`src/rtl/ln_var_rsqrt_pkg.sv`:
```
// rtl/ln_var_rsqrt_pkg.sv - shared defaults, engine states and width helpers for ln_var_rsqrt
package ln_var_rsqrt_pkg;

    localparam int LN_IN_DW  = 40;
    localparam int LN_OUT_DW = 16;
    localparam int LN_K      = 16;
    localparam int LN_EPS    = 1;
    localparam int LN_DEPTH  = 8;

    typedef enum logic [2:0] {
        IDLE,
        LOAD,
        SQRT,
        DIV,
        OUT
    } eng_state_e;

    function automatic int ptr_width(input int depth);
        return (depth > 1) ? $clog2(depth) : 1;
    endfunction

    // Counter must reach the longer of the two iteration phases.
    function automatic int cnt_width(input int in_dw, input int k);
        int n;
        n = (in_dw / 2 > k + 1) ? in_dw / 2 : k + 1;
        return $clog2(n + 1);
    endfunction

    localparam int LN_PTR_W = ptr_width(LN_DEPTH);
    localparam int LN_CNT_W = cnt_width(LN_IN_DW, LN_K);

endpackage

```
`src/rtl/ln_rsqrt_fifo.sv`:
```
// rtl/ln_rsqrt_fifo.sv - register-based input FIFO with count, full and empty
module ln_rsqrt_fifo
    import ln_var_rsqrt_pkg::*;
#(
    parameter int  DW    = LN_IN_DW,
    parameter int  DEPTH = LN_DEPTH,
    localparam int PW    = ptr_width(DEPTH)
) (
    input  logic          clk,
    input  logic          rst_n,
    input  logic          clr_i,
    input  logic          wr_i,
    input  logic [DW-1:0] wdata_i,
    input  logic          rd_i,
    output logic [DW-1:0] rdata_o,
    output logic [PW:0]   count_o,
    output logic          full_o,
    output logic          empty_o
);

    logic [DW-1:0] mem_q [DEPTH];
    logic [PW-1:0] wptr_q;
    logic [PW-1:0] rptr_q;
    logic [PW:0]   cnt_q;
    logic          wr_ok;
    logic          rd_ok;

    assign full_o  = (cnt_q == (PW+1)'(DEPTH));
    assign empty_o = (cnt_q == '0);
    assign count_o = cnt_q;
    assign rdata_o = mem_q[rptr_q];

    // A write into a full FIFO is still taken when a pop frees a slot this cycle.
    assign wr_ok = wr_i & (~full_o | rd_i);
    assign rd_ok = rd_i & ~empty_o;

    always_ff @(posedge clk or negedge rst_n) begin
        if (!rst_n) begin
            wptr_q <= '0;
            rptr_q <= '0;
            cnt_q  <= '0;
        end else if (clr_i) begin
            wptr_q <= '0;
            rptr_q <= '0;
            cnt_q  <= '0;
        end else begin
            if (wr_ok) wptr_q <= wptr_q + PW'(1);
            if (rd_ok) rptr_q <= rptr_q + PW'(1);
            cnt_q <= cnt_q + (PW+1)'(wr_ok) - (PW+1)'(rd_ok);
        end
    end

    always_ff @(posedge clk) begin
        if (wr_ok) mem_q[wptr_q] <= wdata_i;
    end

endmodule

```
`src/rtl/ln_var_rsqrt.sv`:
```
// rtl/ln_var_rsqrt.sv - buffered 1/sqrt(var+eps) engine: bit-serial sqrt then bit-serial divide
module ln_var_rsqrt
    import ln_var_rsqrt_pkg::*;
#(
    parameter int IN_DW  = LN_IN_DW,
    parameter int OUT_DW = LN_OUT_DW,
    parameter int K      = LN_K,
    parameter int EPS    = LN_EPS,
    parameter int DEPTH  = LN_DEPTH
) (
    input  logic              clk,
    input  logic              rst_n,
    input  logic              clr,
    input  logic              in_vld,
    input  logic [IN_DW-1:0]  in_dat,
    output logic              out_vld,
    input  logic              out_rdy,
    output logic [OUT_DW-1:0] out_dat,
    output logic              ovf
);

    localparam int HW    = IN_DW / 2;
    localparam int RW    = HW + 2;
    localparam int QW    = K + 1;
    localparam int SW    = (QW > OUT_DW) ? QW : OUT_DW;
    localparam int PTR_W = ptr_width(DEPTH);
    localparam int CNT_W = cnt_width(IN_DW, K);

    function automatic logic [OUT_DW-1:0] sat_q(input logic [QW-1:0] q);
        logic [SW-1:0] qe;
        logic [SW-1:0] mx;
        qe = SW'(q);
        mx = SW'({OUT_DW{1'b1}});
        return (qe > mx) ? {OUT_DW{1'b1}} : OUT_DW'(qe);
    endfunction

    eng_state_e        state_q;
    logic [CNT_W-1:0]  cnt_q;
    logic              out_vld_q;
    logic [OUT_DW-1:0] out_dat_q;
    logic              ovf_q;

    logic [IN_DW-1:0]  op_q;
    logic [IN_DW-1:0]  sh_q;
    logic [RW-1:0]     rem_q;
    logic [HW-1:0]     root_q;
    logic [HW-1:0]     drem_q;
    logic [QW-2:0]     quo_q;

    logic [IN_DW-1:0]  fifo_rdata;
    logic [PTR_W:0]    fifo_cnt;
    logic              fifo_full;
    logic              fifo_empty;
    logic              fifo_wr;
    logic              fifo_rd;
    logic              pop;
    logic              bypass;
    logic              drop;
    logic [IN_DW-1:0]  head;
    logic [IN_DW-1:0]  v_prep;

    // An idle engine takes a sample straight off the input when nothing is queued.
    assign pop     = (state_q == IDLE) & ~clr & (~fifo_empty | in_vld);
    assign bypass  = pop & (fifo_cnt == '0);
    assign head    = (fifo_cnt == '0) ? in_dat : fifo_rdata;
    assign fifo_wr = in_vld & ~clr & ~bypass;
    assign fifo_rd = pop & ~fifo_empty;
    assign drop    = in_vld & ~clr & ~bypass & fifo_full & ~fifo_rd;

    assign v_prep  = op_q[IN_DW-1] ? IN_DW'(EPS) : op_q + IN_DW'(EPS);

    ln_rsqrt_fifo #(
        .DW    (IN_DW),
        .DEPTH (DEPTH)
    ) u_fifo (
        .clk     (clk),
        .rst_n   (rst_n),
        .clr_i   (clr),
        .wr_i    (fifo_wr),
        .wdata_i (in_dat),
        .rd_i    (fifo_rd),
        .rdata_o (fifo_rdata),
        .count_o (fifo_cnt),
        .full_o  (fifo_full),
        .empty_o (fifo_empty)
    );

    logic [RW+1:0] rem_sh;
    logic [RW+1:0] trial;
    logic          sq_ge;
    logic [RW-1:0] rem_d;

    assign rem_sh = {rem_q, sh_q[IN_DW-1 -: 2]};
    assign trial  = {2'b00, root_q, 2'b01};
    assign sq_ge  = (rem_sh >= trial);
    assign rem_d  = sq_ge ? RW'(rem_sh - trial) : RW'(rem_sh);

    // The dividend 2^K has a single set bit, fed in on the first divide step.
    logic [HW:0]   dsh;
    logic          div_ge;
    logic [HW-1:0] drem_d;
    logic [QW-1:0] quo_d;

    assign dsh    = {drem_q, (cnt_q == '0)};
    assign div_ge = (dsh >= {1'b0, root_q});
    assign drem_d = div_ge ? HW'(dsh - {1'b0, root_q}) : HW'(dsh);
    assign quo_d  = {quo_q, div_ge};

    always_ff @(posedge clk or negedge rst_n) begin
        if (!rst_n) begin
            state_q   <= IDLE;
            cnt_q     <= '0;
            out_vld_q <= 1'b0;
            out_dat_q <= '0;
            ovf_q     <= 1'b0;
        end else if (clr) begin
            state_q   <= IDLE;
            cnt_q     <= '0;
            out_vld_q <= 1'b0;
            ovf_q     <= 1'b0;
        end else begin
            if (drop) ovf_q <= 1'b1;
            case (state_q)
                IDLE: if (pop) state_q <= LOAD;
                LOAD: begin
                    cnt_q   <= '0;
                    state_q <= SQRT;
                end
                SQRT: begin
                    if (cnt_q == CNT_W'(HW - 1)) begin
                        cnt_q   <= '0;
                        state_q <= DIV;
                    end else begin
                        cnt_q <= cnt_q + CNT_W'(1);
                    end
                end
                DIV: begin
                    if (cnt_q == CNT_W'(QW - 1)) begin
                        state_q   <= OUT;
                        out_vld_q <= 1'b1;
                        out_dat_q <= sat_q(quo_d);
                    end else begin
                        cnt_q <= cnt_q + CNT_W'(1);
                    end
                end
                OUT: begin
                    if (out_rdy) begin
                        state_q   <= IDLE;
                        out_vld_q <= 1'b0;
                    end
                end
                default: state_q <= IDLE;
            endcase
        end
    end

    always_ff @(posedge clk) begin
        if (pop) op_q <= head;
        case (state_q)
            LOAD: begin
                sh_q   <= v_prep;
                rem_q  <= '0;
                root_q <= '0;
            end
            SQRT: begin
                sh_q   <= {sh_q[IN_DW-3:0], 2'b00};
                rem_q  <= rem_d;
                root_q <= {root_q[HW-2:0], sq_ge};
                drem_q <= '0;
            end
            DIV: begin
                drem_q <= drem_d;
                quo_q  <= quo_d[QW-2:0];
            end
            default: ;
        endcase
    end

    assign out_vld = out_vld_q;
    assign out_dat = out_dat_q;
    assign ovf     = ovf_q;

endmodule

```
`config.mk`:
```
export PLATFORM = sky130hd
export DESIGN_NAME = ln_var_rsqrt
export DESIGN_NICKNAME = d
export VERILOG_FILES = /design/src/rtl/ln_var_rsqrt_pkg.sv /design/src/rtl/ln_rsqrt_fifo.sv /design/src/rtl/ln_var_rsqrt.sv
export SDC_FILE = /design/constraint.sdc
export NUM_CORES = 1
export LEC_CHECK = 0
export CORE_MARGIN = 3
export CORE_UTILIZATION = 40
export DETAILED_ROUTE_END_ITERATION = 10
export PLACE_DENSITY_LB_ADDON = 0.2
export SLEW_MARGIN = 0
export SYNTH_ARGS = -nofsm -noshare
export SYNTH_HDL_FRONTEND = slang
export SYNTH_SLANG_ARGS = --single-unit
```
`constraint.sdc`:
```
create_clock -name clk -period 10.1 [get_ports clk]
set_input_delay 1.515 -clock clk [delete_from_list [all_inputs] [get_ports clk]]
set_output_delay 1.515 -clock clk [all_outputs]
set_load 0.1 [all_outputs]
```
* After elaboration in Yosys (flattened, before gate mapping)
Memory sizes are Yosys's and may differ from the RTL's.
Index checks and enable logic that the tools add are counted.
Widths: inputs -> output; s select.
** Storage, ports and cells
- Bits in registers :: 194
- Memory bits (writable) :: 320
- Input port bits :: 45
- Output and inout bits :: 18
- Word-level logic and storage cells :: 101
- Memories kept :: 1
** Memories
- u_fifo.mem_q :: words 8, bits a word 40, rd ports 1, clocked after memory_dff 0, write ports 1, line ln_rsqrt_fifo.sv:21 : logic [DW-1:0] mem_q [DEPTH];
** Cells by class
- $add $sub $neg :: 8
- Order comparisons :: 3
- Equality and inequality tests :: 12
- Mux-type cells :: 32
- Bitwise gates (word level) :: 17
- Reductions and logical operators :: 14
** Operator list (count)
- $mux 40 :: 2
- $pmux 20 s2 :: 2
- $pmux 40 s2 :: 1
- $pmux 22 s2 :: 1
- $add 40x1->40 const B :: 1
- $mux 3 :: 9
- $ge 24x22->1 :: 1
- $mux 22 :: 1
- $sub 22x22->22 :: 1
- $ge 21x20->1 :: 1
- $mux 20 :: 1
- $sub 20x20->20 :: 1
- $gt 17x16->1 const B :: 1
- $mux 16 :: 1
- $mux 5 :: 3
- $ne 3x3->1 const B :: 5
- $pmux 3 s5 :: 1
- $pmux 5 s3 :: 1
- $and 1x1->1 :: 10
- $eq 5x5->1 const B :: 2
- $reduce_bool 2->1 :: 5
- $mux 1 :: 7
- $add 3x1->3 const B :: 2
- $eq 3x2->1 const B :: 2
- other kinds (18) :: 24

* Longest topological paths before layout
Gate-level depths: netlist of run 1.
- Word-level depth :: 11
- Depth in mapped cells :: 12
- Mapped depth without buffers :: 12

* Hierarchy
From an unflattened synthesis of run 1, not the netlist that was laid out.
** Unflattened totals
- Cell total of the unflattened synthesis :: 1550
- Area, all modules :: 23538.8 um^2
** By module, submodules not included
- ln_rsqrt_fifo :: times used 1, cells each 537, area each 12991.2 um^2
- ln_var_rsqrt :: times used 1, cells each 1013, area each 10547.6 um^2

* Worst setup path after synthesis of run 1
No wires, ideal clock.
- Path type :: input port to flip-flop
- Start point :: input clr
- End point :: memory u_fifo.mem_q[0][0] (netlist name) (enable)
- Library setup time :: 0.487 ns
- Arrival :: 5.516 ns
- Data required time :: 9.613 ns
- Slack :: 4.097 ns
- Stages :: 8
- Path buffers :: 1
- Cells stage by stage :: or4_1 > buf_2 > mux2i_1 > nor3_1 > or3_4 > clkinv_2 > nand2b_1 > nor3_1
** Between the ends
- Longest elaborated chain between the ends :: 9
** Ends and longest elaborated chain
- start, declared :: line ln_var_rsqrt.sv:13 : input logic clr,
- $not 1->1 (no source line) (*)
- $and 1x1->1 (2 in series) :: line ln_var_rsqrt.sv:63 : assign pop = (state_q == IDLE) & ~clr & (~fifo_empty | in_vld);
- $and 1x1->1 :: line ln_var_rsqrt.sv:64 : assign bypass = pop & (fifo_cnt == '0);
- $not 1->1 :: line ln_var_rsqrt.sv:66 : assign fifo_wr = in_vld & ~clr & ~bypass;
- $and 1x1->1 :: line ln_var_rsqrt.sv:66
- $and 1x1->1 (*) :: line ln_rsqrt_fifo.sv:34 : assign wr_ok = wr_i & (~full_o | rd_i);
- $mux 1 (*) :: line ln_rsqrt_fifo.sv:54 : if (wr_ok) mem_q[wptr_q] <= wdata_i;
- $mux 1 (not written as such) (*) :: line ln_rsqrt_fifo.sv:54
- end, declared :: line ln_rsqrt_fifo.sv:21
Every way passes the cells marked *; elsewhere a longest branch is shown, timed or not.

* Worst setup path after layout of run 1
- Start point :: input clr
- End point :: memory u_fifo.mem_q[0][11] (netlist name) (enable)
Same word-level chain as after synthesis.

==> results of run 1 <==
cell families (layout without fill, tap and decap cells):
| kind of cell | count (synthesis) | in the layout | synth area share, % |
|---|---|---|---|
| AOI/OAI and AO/OA | 259 | 259 | 6.79 |
| xor gates and xnor gates | 71 | 71 | 2.70 |
| adders and majority gates | 55 | 55 | 3.05 |
| buffers and inverters | 120 | 237 | 2.15 |
| DFF | 514 | 514 | 66.3 |
| muxes | 148 | 148 | 10.8 |
| other | 0 | 1 | 0 |
| and+or+nand+nor | 415 | 415 | 8.25 |
flip-flops by register name (all words and copies together), names as in the netlist, 16 cells and up:
name / flops
drem_q: 20
rem_q: 22
out_dat: 16
sh_q: 40
root_q: 20
quo_q: 16
op_q: 40
u_fifo.mem_q: 320
worst max-delay path: stages:
cell                              delay (ns)
sky130_fd_sc_hd__clkdlybuf4s50_1        0.40
sky130_fd_sc_hd__buf_4                  0.21
sky130_fd_sc_hd__or4_1                  0.59
sky130_fd_sc_hd__mux2i_1                0.21
sky130_fd_sc_hd__nor3_1                 0.06
sky130_fd_sc_hd__or3_4                  0.36
sky130_fd_sc_hd__clkinv_2               0.09
sky130_fd_sc_hd__nand2b_1               0.22
sky130_fd_sc_hd__nor3_2                 0.66
sky130_fd_sc_hd__buf_4                  0.62
report_power, final:
group          switching (uW)  internal (uW)  leakage, uW
clock                     815           1080     0.000829
sequential                178           2830      0.00487
combinational            1670           1080      0.00301
total                    2660           4980      0.00871
layout by cell type (no fill, tap or decap), drive strengths merged, types with 4 or more instances in the layout:
cell	synthesis	layout
xnor2	33	33
nor3	16	16
nand3	35	35
or2	5	5
buf	25	22
and4	4	4
and3	12	12
inv	53	55
nand2b	16	16
a21o	12	12
clkbuf	41	70
a211oi	7	7
ha	53	53
nand2	139	139
mux4	80	80
a31oi	5	5
nor2	136	136
clkinv	1	25
mux2i	67	67
xor2	38	38
a21oi	67	67
o21ai	108	108
or3	6	6
o31ai	17	17
nand4	13	13
nor3b	5	5
nor2b	8	8
dfrtp	36	36
nand3b	7	7
clkdlybuf4s50	0	61
o21a	9	9
edfxtp	478	478
area by class of cell:
| class | instances | share of cell area [%] |
|---|---|---|
| Clock inverter | 30 | 0.915 |
| Antenna cell | 1 | 0.00953 |
| Tap cell | 756 | 3.60 |
| Timing Repair Buffer | 83 | 2.95 |
| Inverter | 54 | 0.777 |
| Clock buffer | 70 | 5.57 |
| Multi-Input combinational cell | 948 | 28.0 |
| Sequential cell | 514 | 58.1 |
synth_stat cells (all sizes together) (6+ instances only):
master and number:
nand3b 7, or3 6, nor2b 8, o21a 9, o21ai 108, mux4 80, nand3 35, xor2 38
a211oi 7, edfxtp 478, nor3 16, nand2b 16, and3 12, nand4 13, mux2i 67, a21oi 67
nor2 136, ha 53, o31ai 17, clkbuf 41, dfrtp 36, a21o 12, inv 53, buf 25
nand2 139, xnor2 33
worst max path at each step:
| stage | from | to | slack [ns] | cells past startpoint |
|---|---|---|---|---|
| after detailed placement | clr | u_fifo.mem_q[0][4]$_DFFE_PP_ | 4.68 | 10 |
| after floorplan | clr | u_fifo.mem_q[0][0]$_DFFE_PP_ | 4.10 | 8 |
| after CTS | clr | u_fifo.mem_q[0][7]$_DFFE_PP_ | 5.32 | 10 |
| after global placement | clr | u_fifo.mem_q[0][4]$_DFFE_PP_ | 4.70 | 10 |
| after global routing | clr | u_fifo.mem_q[0][6]$_DFFE_PP_ | 5.12 | 10 |
| final | clr | u_fifo.mem_q[0][11]$_DFFE_PP_ | 5.34 | 10 |
per-layer routing:
| metal | vias to the layer above | share of wire, % | track usage [%] |
|---|---|---|---|
| li1 | 6180 | - | - |
| met1 | 6522 | 44 | 21.3 |
| met2 | 241 | 50 | 27.8 |
| met3 | 76 | 4.2 | 2.68 |
| met4 | 0 | 2.2 | 4.32 |
| met5 | - | 0 | 0 |
through the flow:
step           hold WS, ns  std cells  util (%)
2_1_floorplan        0.427       1582         -
3_3_place_gp         0.433       2355      43.3
3_5_place_dp         0.435       2355      43.3
4_1_cts              0.446       2455      46.3
5_1_grt              0.462       2456      46.3
6_report             0.448       2456      46.3
==> impl_metrics.py, run 1 <==
metrics = {
    "status": {
        "run_status": "finished clean",
    },
    "synthesis": {
        "synth_largest_type_area_fraction_pct": 62.3,
        "synth_cell_type_count": 71,
        "postSynthNetCount": 1682,
        "yosys_top_cell_by_area": "sky130_fd_sc_hd__edfxtp_1",
        "yosys_register_bits": 514,
        "synth-warning-count": 0,
        "postSynth.topFlopCell": "sky130_fd_sc_hd__edfxtp_1",
        "postSynth.asyncResetShare_pct": 7.00,
        "count_of_flip_flops_with_a_built_in_enable_after_synthesis": 478,
        "postSynthAreaPerCell_sq_um": 14.6,
        "post_synth_main_area_contributors": "sky130_fd_sc_hd__edfxtp_1 62%, sky130_fd_sc_hd__mux4_2 7.8%, sky130_fd_sc_hd__dfrtp_1 3.9%",
        "synth_area_sq_mm": 0.0230,
        "synthesis.instances": 1582,
        "ys_seq_area_share_pct": 66.3,
    },
    "placement": {
        "io_buffers": 62,
        "dpl.hpwl_mm": 28.8,
        "postPlaceCellArea_sq_mm": 0.0245,
        "gpl.final_weighted_congestion": 0.792,
        "place_ws_ns": 4.68,
    },
    "critical_path": {
        "crit_type": "in2reg",
        "cp-start-kind": "input port",
        "worst_ep_required_time_ns": 10.33,
        "r2r-end": "out_dat[10]$_DFFE_PN0P_",
        "setup.reg_to_reg.worst_slack_ns": 5.72,
        "critical_path.endpoint_type": "flop",
        "startpoint_of_the_most_critical_register_to_register_path": "state_q[2]$_DFFE_PN0P_",
        "timing.critical_path.arrival_ns": 4.99,
        "worst-path-max-fanout": 33,
        "rr_worst_depth": 7,
    },
    "global_routing": {
        "global_route.usage.total_pct": 16.2,
        "number_of_global_route_vias_before_repair": 13400,
        "grt.overflow.total": 0,
        "grt_pass1_wl_mm": 76.3,
        "number_of_antenna_violations_at_the_first_check_in_global_routing": 1,
        "largest_net_degree_at_the_start_of_global_routing": 84,
    },
    "drt": {
        "route.vias.total": 13000,
        "firstDrtPassIters": 5,
        "wirelength_mm": 48.0,
        "drc": 0,
        "drt-initial-drc-count": 822,
        "detail-route-antenna-nets": 0,
        "routedWlPerCell_microns": 19.6,
        "via_per_inst": 5.30,
    },
    "final_layout": {
        "final_net_count": 1756,
        "multi_input_area_sq_mm": 0.00736,
        "drive_above_1_share_pct": 12.3,
        "flow.area_growth_from_synthesis_pct": 14.0,
        "sequential_cell_area_sq_mm": 0.0153,
        "n_fill_cell": 4977,
        "final_design_area_no_fill_sq_mm": 0.0262,
    },
    "sta": {
        "worst_slew_pin_slew_ns": 1.19,
        "finalSetupTns_ns": 0,
        "hold_viol": 0,
        "max_freq_mhz": 210,
        "finalMaxSlewViolations": 0,
        "layout_worst_path_cycle_share_pct": 47.1,
        "count_of_endpoints_failing_setup_in_the_final_report": 0,
        "clock_skew_ns": 0.0165,
        "timing.final.ws_setup_ns": 5.34,
        "timing.max_slew.rel_slack_pct": 20.9,
        "post-route-min-period_ns": 4.76,
        "setup_repair_after_global_routing_missed_its_margin": "false",
    },
    "floorplanning": {
        "fp.coreArea_sq_mm": 0.0567,
        "top_ports": 63,
        "num_rows": 87,
        "dieHeight_microns": 246,
        "die_footprint_sq_mm": 0.0605,
        "x_dimension_of_the_die_microns": 246,
        "starting_density_pct": 40.6,
    },
    "flow_run": {
        "max_cap_violations": 0,
    },
    "worst_hold_path": {
        "worst_hold_path_type": "reg2reg",
        "holdCritStartpoint": "quo_q[9]$_DFFE_PP_",
        "timing.hold.worst_endpoint": "quo_q[10]$_DFFE_PP_",
        "holdPathStages": 0,
    },
    "cts": {
        "cts-hold-fix-buffers": 0,
        "clockRootBuffer": "sky130_fd_sc_hd__clkbuf_16",
        "insertion_delay_ns": 0.61,
        "cts_setup_buffers": 0,
        "cts_buffers": 55,
        "cts.htree.levels": 2,
        "cts_tree": "done",
        "cts_resized": 0,
        "clock_sink_count": 514,
        "clk_path_buf_depth": 3,
        "clk_transition_reported_paths_ns": 0.06,
    },
    "power": {
        "post-layout-total-power_uw": 7650,
        "power.ir.vdd_worst_mv": 0.166,
        "powerDensity_mw_per_mm2": 291,
        "static-leakage-power_uw": 0.00871,
    },
}
Note: power is estimated with default switching activity, not from simulation.
==> run 2, diff against run 1 <==
==> constraint.sdc (replaced) <==
create_clock -name clk -period 4.42 [get_ports clk]
set_input_delay 0.663 -clock clk [delete_from_list [all_inputs] [get_ports clk]]
set_output_delay 0.663 -clock clk [all_outputs]
set_load 0.1 [all_outputs]
==> run 2 against run 1 <==
Critical path depth grew 2. Critical endpoint is now drem_q[4]$_SDFFCE_PN0N_. Via count grew 0.18%. Largest cell class unchanged. Total power grew 140%. Largest power group unchanged.
==> impl_metrics.py, run 2 (synthesized netlist as in run 1, its figures left out) <==
metrics = {
    "status": {
        "run_status": "finished clean",
    },
    "sta": {
        "finalMaxSlewViolations": 0,
        "holdWs_ns": 0.180,
        "layout_worst_path_cycle_share_pct": 80.7,
        "finalSetupTns_ns": 0,
        "worst_slew_pin_slew_ns": 1.09,
        "max_freq_mhz": 280,
        "count_of_endpoints_failing_setup_in_the_final_report": 0,
        "hold_viol": 0,
        "post-route-min-period_ns": 3.57,
        "timing.max_slew.rel_slack_pct": 27.2,
        "clock_skew_ns": 0.0435,
        "setup_repair_after_global_routing_missed_its_margin": "false",
    },
    "floorplanning": {
        "num_rows": 87,
        "x_dimension_of_the_die_microns": 246,
        "top_ports": 63,
        "dieHeight_microns": 246,
        "die_footprint_sq_mm": 0.0605,
        "starting_density_pct": 40.6,
        "fp.coreArea_sq_mm": 0.0567,
    },
    "global_routing": {
        "grt.overflow.total": 0,
        "global_route.usage.total_pct": 16.2,
        "number_of_antenna_violations_at_the_first_check_in_global_routing": 0,
        "largest_net_degree_at_the_start_of_global_routing": 84,
        "grt_pass1_wl_mm": 76.4,
        "number_of_global_route_vias_before_repair": 13400,
    },
    "cts": {
        "cts.htree.levels": 2,
        "clock_sink_count": 514,
        "clk_path_buf_depth": 3,
        "insertion_delay_ns": 0.61,
        "cts-hold-fix-buffers": 0,
        "cts_buffers": 54,
        "clockRootBuffer": "sky130_fd_sc_hd__clkbuf_16",
        "cts_tree": "done",
        "clk_transition_reported_paths_ns": 0.06,
        "cts_setup_buffers": 0,
        "cts_resized": 0,
    },
    "final_layout": {
        "final_common_cell": "sky130_fd_sc_hd__edfxtp_1",
        "stdcell_count": 2468,
        "final_net_count": 1766,
        "drive_above_1_share_pct": 13.1,
        "flow.area_growth_from_synthesis_pct": 15.5,
        "n_fill_cell": 4918,
        "largest_reg_flops": 320,
        "biggestRegsByFlops": "u_fifo.mem_q x320, op_q x40, sh_q x40",
        "registers.top_by_ff_count": "u_fifo.mem_q",
        "mostFrequentLayoutCells": "478 x sky130_fd_sc_hd__edfxtp_1, 139 x sky130_fd_sc_hd__nand2_1, 126 x sky130_fd_sc_hd__nor2_1",
    },
    "power": {
        "power.ir.vdd_worst_mv": 0.413,
        "static-leakage-power_uw": 0.00887,
        "powerDensity_mw_per_mm2": 676,
    },
    "drt": {
        "route.vias.total": 13000,
        "drc": 0,
        "firstDrtPassIters": 5,
        "routedWlPerCell_microns": 19.6,
        "drt-initial-drc-count": 922,
        "via_per_inst": 5.28,
        "wirelength_mm": 48.3,
        "detail-route-antenna-nets": 0,
    },
    "critical_path": {
        "worst_ep_required_time_ns": 4.74,
        "worst-path-max-fanout": 20,
        "timing.critical_path.arrival_ns": 3.88,
        "crit_slowest_cell": "sky130_fd_sc_hd__a2111oi_1",
        "rr_worst_depth": 12,
        "critical_path.endpoint_type": "flop",
        "worst_path_largest_cell_delay_ns": 0.88,
        "crit_end": "drem_q[4]$_SDFFCE_PN0N_",
        "crit_type": "reg2reg",
        "r2r-end": "drem_q[4]$_SDFFCE_PN0N_",
        "cp-start-kind": "flop",
        "startpoint_of_the_most_critical_register_to_register_path": "cnt_q[0]$_DFFE_PN0P_",
        "crit_start": "cnt_q[0]$_DFFE_PN0P_",
        "setup.reg_to_reg.worst_slack_ns": 0.85,
        "cp_cell_sequence": "inv_1, ha_1, nand3b_1, ha_1, nor2b_1, o21bai_1, a2111oi_1, nor2_1, a31oi_2, buf_4, mux2i_1, nor2_1",
    },
    "placement": {
        "io_buffers": 62,
        "dpl.hpwl_mm": 30.9,
        "gpl.final_weighted_congestion": 0.825,
        "dpl.cell_count": 2366,
    },
    "flow_run": {
        "max_cap_violations": 0,
    },
    "worst_hold_path": {
        "worst_hold_path_type": "in2async",
    },
}
[run 2: cell types whose count changed in the layout (fill, tap and decap cells not counted), sizes merged]
cell | previous run | this run
clkinvlp | 2 | 0
inv | 55 | 54
buf | 22 | 33
bufinv | 2 | 8
clkbuf | 70 | 68
[run 2: how the worst min path moves through the flow]
stage                                   end  slack [ns]  depth (start not counted)
floorplan              cnt_q[0]$_DFFE_PN0P_        0.37                          0
global placement        quo_q[12]$_DFFE_PP_        0.43                          0
detailed placement       quo_q[1]$_DFFE_PP_        0.44                          0
CTS                 out_dat[15]$_DFFE_PN0P_        0.19                          1
global route        out_dat[12]$_DFFE_PN0P_        0.23                          1
finish              out_dat[12]$_DFFE_PN0P_        0.18                          1
[run 2: through the flow]
stage | setup WS (ns) | total power (uW) | area [sq um] | utilization (%)
2_1_floorplan | 0.341 | 11700 | 23000 | -
3_3_place_gp | 0.725 | 13300 | 24700 | 43.6
3_5_place_dp | 0.714 | 13400 | 24700 | 43.6
5_1_grt | 0.689 | 19200 | 26600 | 46.9
4_1_cts | 0.944 | 18200 | 26600 | 46.9
6_report | 0.854 | 18000 | 26600 | 46.9
[run 2: final cells by class]
type / instances / area, sq um / area share (%)
Clock inverter: 33 / 392 / 1.47
Tap cell: 756 / 946 / 3.56
Inverter: 54 / 204 / 0.767
Antenna cell: 1 / 2.50 / 0.00941
Timing Repair Buffer: 94 / 931 / 3.50
Multi-Input combinational cell: 948 / 7370 / 27.7
Clock buffer: 68 / 1490 / 5.58
Sequential cell: 514 / 15300 / 57.4
[run 2: worst max-delay path, delay by kind of cell (launching register included)]
kind                       cells  cell delay, ns
AOI/OAI and AO/OA              3            1.23
and+or+nand+nor                4            0.62
DFF                            1            0.42
adders and majority gates      2            0.41
buffers and inverters          2            0.38
muxes                          1            0.22
[run 2: power by group]
part / internal, uW / switching (uW)
logic: 2520 / 3820
clock network: 2850 / 1880
registers: 6460 / 452
[run 2: layer usage]
metal  GRT usage, %  share of wire, %
met5              0                 0
met4           3.99               2.1
met3           2.57               3.7
met2           28.0                50
met1           21.4                44
==> run 3, diff against run 2 <==
==> constraint.sdc (replaced) <==
create_clock -name clk -period 3.3 [get_ports clk]
set_input_delay 0.495 -clock clk [delete_from_list [all_inputs] [get_ports clk]]
set_output_delay 0.495 -clock clk [all_outputs]
set_load 0.1 [all_outputs]
==> run 3 against run 2 <==
Clock-buffer cell count is the same. Total power rose by 32%. Register-to-register slack got worse by 0.55 ns. Final cell count grew 0.85%. First-iteration DRC count down 9.1%. Die area is the same. Global-route usage hardly changed. Maximum frequency rose by 19%. Flip-flop and latch count stayed put. Utilization up 0.27 points. Largest power group unchanged.
==> impl_metrics.py, run 3 (synthesized netlist as in run 1, its figures left out) <==
metrics = {
    "drt": {
        "wirelength_mm": 48.4,
        "drt-initial-drc-count": 838,
        "route.top_layer_used": "met4",
        "routed-wl-met3_mm": 1.65,
        "detail-route-antenna-nets": 0,
        "via_per_inst": 5.26,
        "route.vias.total": 13100,
        "routedWlPerCell_microns": 19.4,
        "drc": 0,
        "firstDrtPassIters": 5,
        "drt-met1-wl_mm": 21.7,
        "met2_wirelength_mm": 23.8,
    },
    "critical_path": {
        "timing.critical_path.arrival_ns": 3.36,
        "crit_slowest_cell": "sky130_fd_sc_hd__fa_1",
        "critical_path.endpoint_type": "flop",
        "worst-path-max-fanout": 5,
        "critical_path.top_delay_family": "adder cells",
        "cp_cell_sequence": "inv_1, ha_1, nand3b_1, ha_1, fa_1, nor2b_1, o31a_1, o22ai_1, o31ai_1, buf_4, a21o_1, and3_1, a21oi_1",
        "worst_path_largest_cell_delay_ns": 0.42,
        "cp-start-kind": "flop",
        "critPathMostFrequentCell": "sky130_fd_sc_hd__ha_1",
        "crit_type": "reg2reg",
        "worst_ep_required_time_ns": 3.66,
        "cp.buffers_inverters": 2,
    },
    "cts": {
        "cts.htree.levels": 2,
        "clk_transition_reported_paths_ns": 0.06,
        "clock_sink_count": 514,
        "clockRootBuffer": "sky130_fd_sc_hd__clkbuf_16",
        "insertion_delay_ns": 0.61,
        "clk_path_buf_depth": 3,
        "cts_setup_buffers": 0,
        "cts-hold-fix-buffers": 0,
        "cts_resized": 0,
        "cts_buffers": 54,
        "cts_tree": "done",
    },
    "floorplanning": {
        "x_dimension_of_the_die_microns": 246,
        "fp.coreArea_sq_mm": 0.0567,
        "dieHeight_microns": 246,
        "starting_density_pct": 40.6,
        "top_ports": 63,
        "num_rows": 87,
        "die_footprint_sq_mm": 0.0605,
    },
    "power": {
        "net_load_switching_power_uw": 8260,
        "power.ir.vdd_worst_mv": 0.605,
        "post-layout-total-power_uw": 23800,
        "comb_power_share_pct": 37.2,
        "powerDensity_mw_per_mm2": 889,
        "clk_network_pwr_share_pct": 24.1,
        "p_int_uw": 15500,
        "power.share.sequential_pct": 38.7,
        "netSwitchingFraction_pct": 34.7,
        "static-leakage-power_uw": 0.00895,
    },
    "placement": {
        "io_buffers": 62,
        "dpl.hpwl_mm": 31.8,
        "gpl.final_weighted_congestion": 0.839,
    },
    "sta": {
        "clock_skew_ns": 0.0443,
        "setup_repair_after_global_routing_missed_its_margin": "false",
        "holdWs_ns": 0.0176,
        "worst_slew_pin_slew_ns": 0.988,
        "hold_viol": 0,
        "timing.max_slew.rel_slack_pct": 33.9,
        "max_freq_mhz": 334,
        "post-route-min-period_ns": 3.00,
        "count_of_endpoints_failing_setup_in_the_final_report": 0,
        "finalMaxSlewViolations": 0,
        "layout_worst_path_cycle_share_pct": 90.8,
    },
    "final_layout": {
        "final_net_count": 1791,
        "largest_reg_flops": 320,
        "biggestRegsByFlops": "u_fifo.mem_q x320, op_q x40, sh_q x40",
        "final_common_cell": "sky130_fd_sc_hd__edfxtp_1",
        "registers.top_by_ff_count": "u_fifo.mem_q",
        "diodes_inserted": 0,
        "flow.area_growth_from_synthesis_pct": 16.2,
        "mostFrequentLayoutCells": "478 x sky130_fd_sc_hd__edfxtp_1, 139 x sky130_fd_sc_hd__nand2_1, 126 x sky130_fd_sc_hd__nor2_1",
        "drive_above_1_share_pct": 14.0,
        "post-route-util_pct": 47.2,
    },
    "global_routing": {
        "global_route.usage.total_pct": 16.2,
        "number_of_antenna_violations_at_the_first_check_in_global_routing": 0,
        "largest_net_degree_at_the_start_of_global_routing": 84,
        "grt.overflow.total": 0,
        "grt_pass1_wl_mm": 76.6,
        "number_of_global_route_vias_before_repair": 13400,
    },
    "worst_hold_path": {
        "worst_hold_path_type": "in2async",
    },
    "flow_run": {
        "max_cap_violations": 0,
    },
    "status": {
        "run_status": "finished clean",
    },
}
-- run 3: power groups by stage --
| stage | clock network, uW | registers (uW) | logic (uW) |
|---|---|---|---|
| after floorplan | 0 | 9240 | 6480 |
| after global placement | 0 | 9330 | 8800 |
| final | 5720 | 9210 | 8850 |
| after global routing | 6170 | 9340 | 9910 |
| after detailed placement | 0 | 9350 | 8880 |
| after CTS | 5900 | 9230 | 8920 |
-- run 3: cell type report --
type                            count  area (sq um)
Timing Repair Buffer              119          1300
Inverter                           54           204
Multi-Input combinational cell    948          7370
Clock inverter                     30           220
Clock buffer                       68          1440
Sequential cell                   514         15300
Fill cell                        4904         30000
Tap cell                          756           946
-- run 3: final timing paths --
check                                          start                      endpoint  slack [ns]  cells after the start
worst max-delay path            cnt_q[0]$_DFFE_PN0P_      drem_q[18]$_SDFFCE_PN0N_        0.30                     13
worst min-delay path                           rst_n       out_dat[13]$_DFFE_PN0P_        0.02                      1
worst min register to register    quo_q[2]$_DFFE_PP_            quo_q[3]$_DFFE_PP_        0.45                      0
worst max register to register  cnt_q[0]$_DFFE_PN0P_      drem_q[18]$_SDFFCE_PN0N_        0.30                     13
max in group asynchronous                      rst_n  u_fifo.rptr_q[1]$_DFFE_PN0P_        2.61                      1
min in group clk                  quo_q[2]$_DFFE_PP_            quo_q[3]$_DFFE_PP_        0.45                      0
-- run 3: per-layer routing --
layer | vias to the layer above | track usage [%]
li1 | 6251 | -
met1 | 6545 | 21.8
met2 | 212 | 27.5
met3 | 84 | 2.26
met4 | 0 | 4.83
met5 | - | 0
-- run 3: metrics by stage --
stage	area (sq um)	TNS [ns]	std cells	worst slack (ns)
final	26700	0	2489	0.303
after global placement	25100	0	2391	0.0535
after floorplan	23000	-166.27	1582	-0.694
after CTS	26700	0	2489	0.296
after detailed placement	25100	0	2391	0.103
after global routing	26700	0	2489	0.0769
-- run 3: worst reg2reg max path, delay by kind of cell, from the launching register on --
family | cells | cell delay [ns]
buffers and inverters | 2 | 0.25
AND/OR/NAND/NOR | 3 | 0.46
AO/OA/AOI/OAI | 5 | 0.82
flip-flops | 1 | 0.41
adder cells (fa/ha/maj) | 3 | 0.84
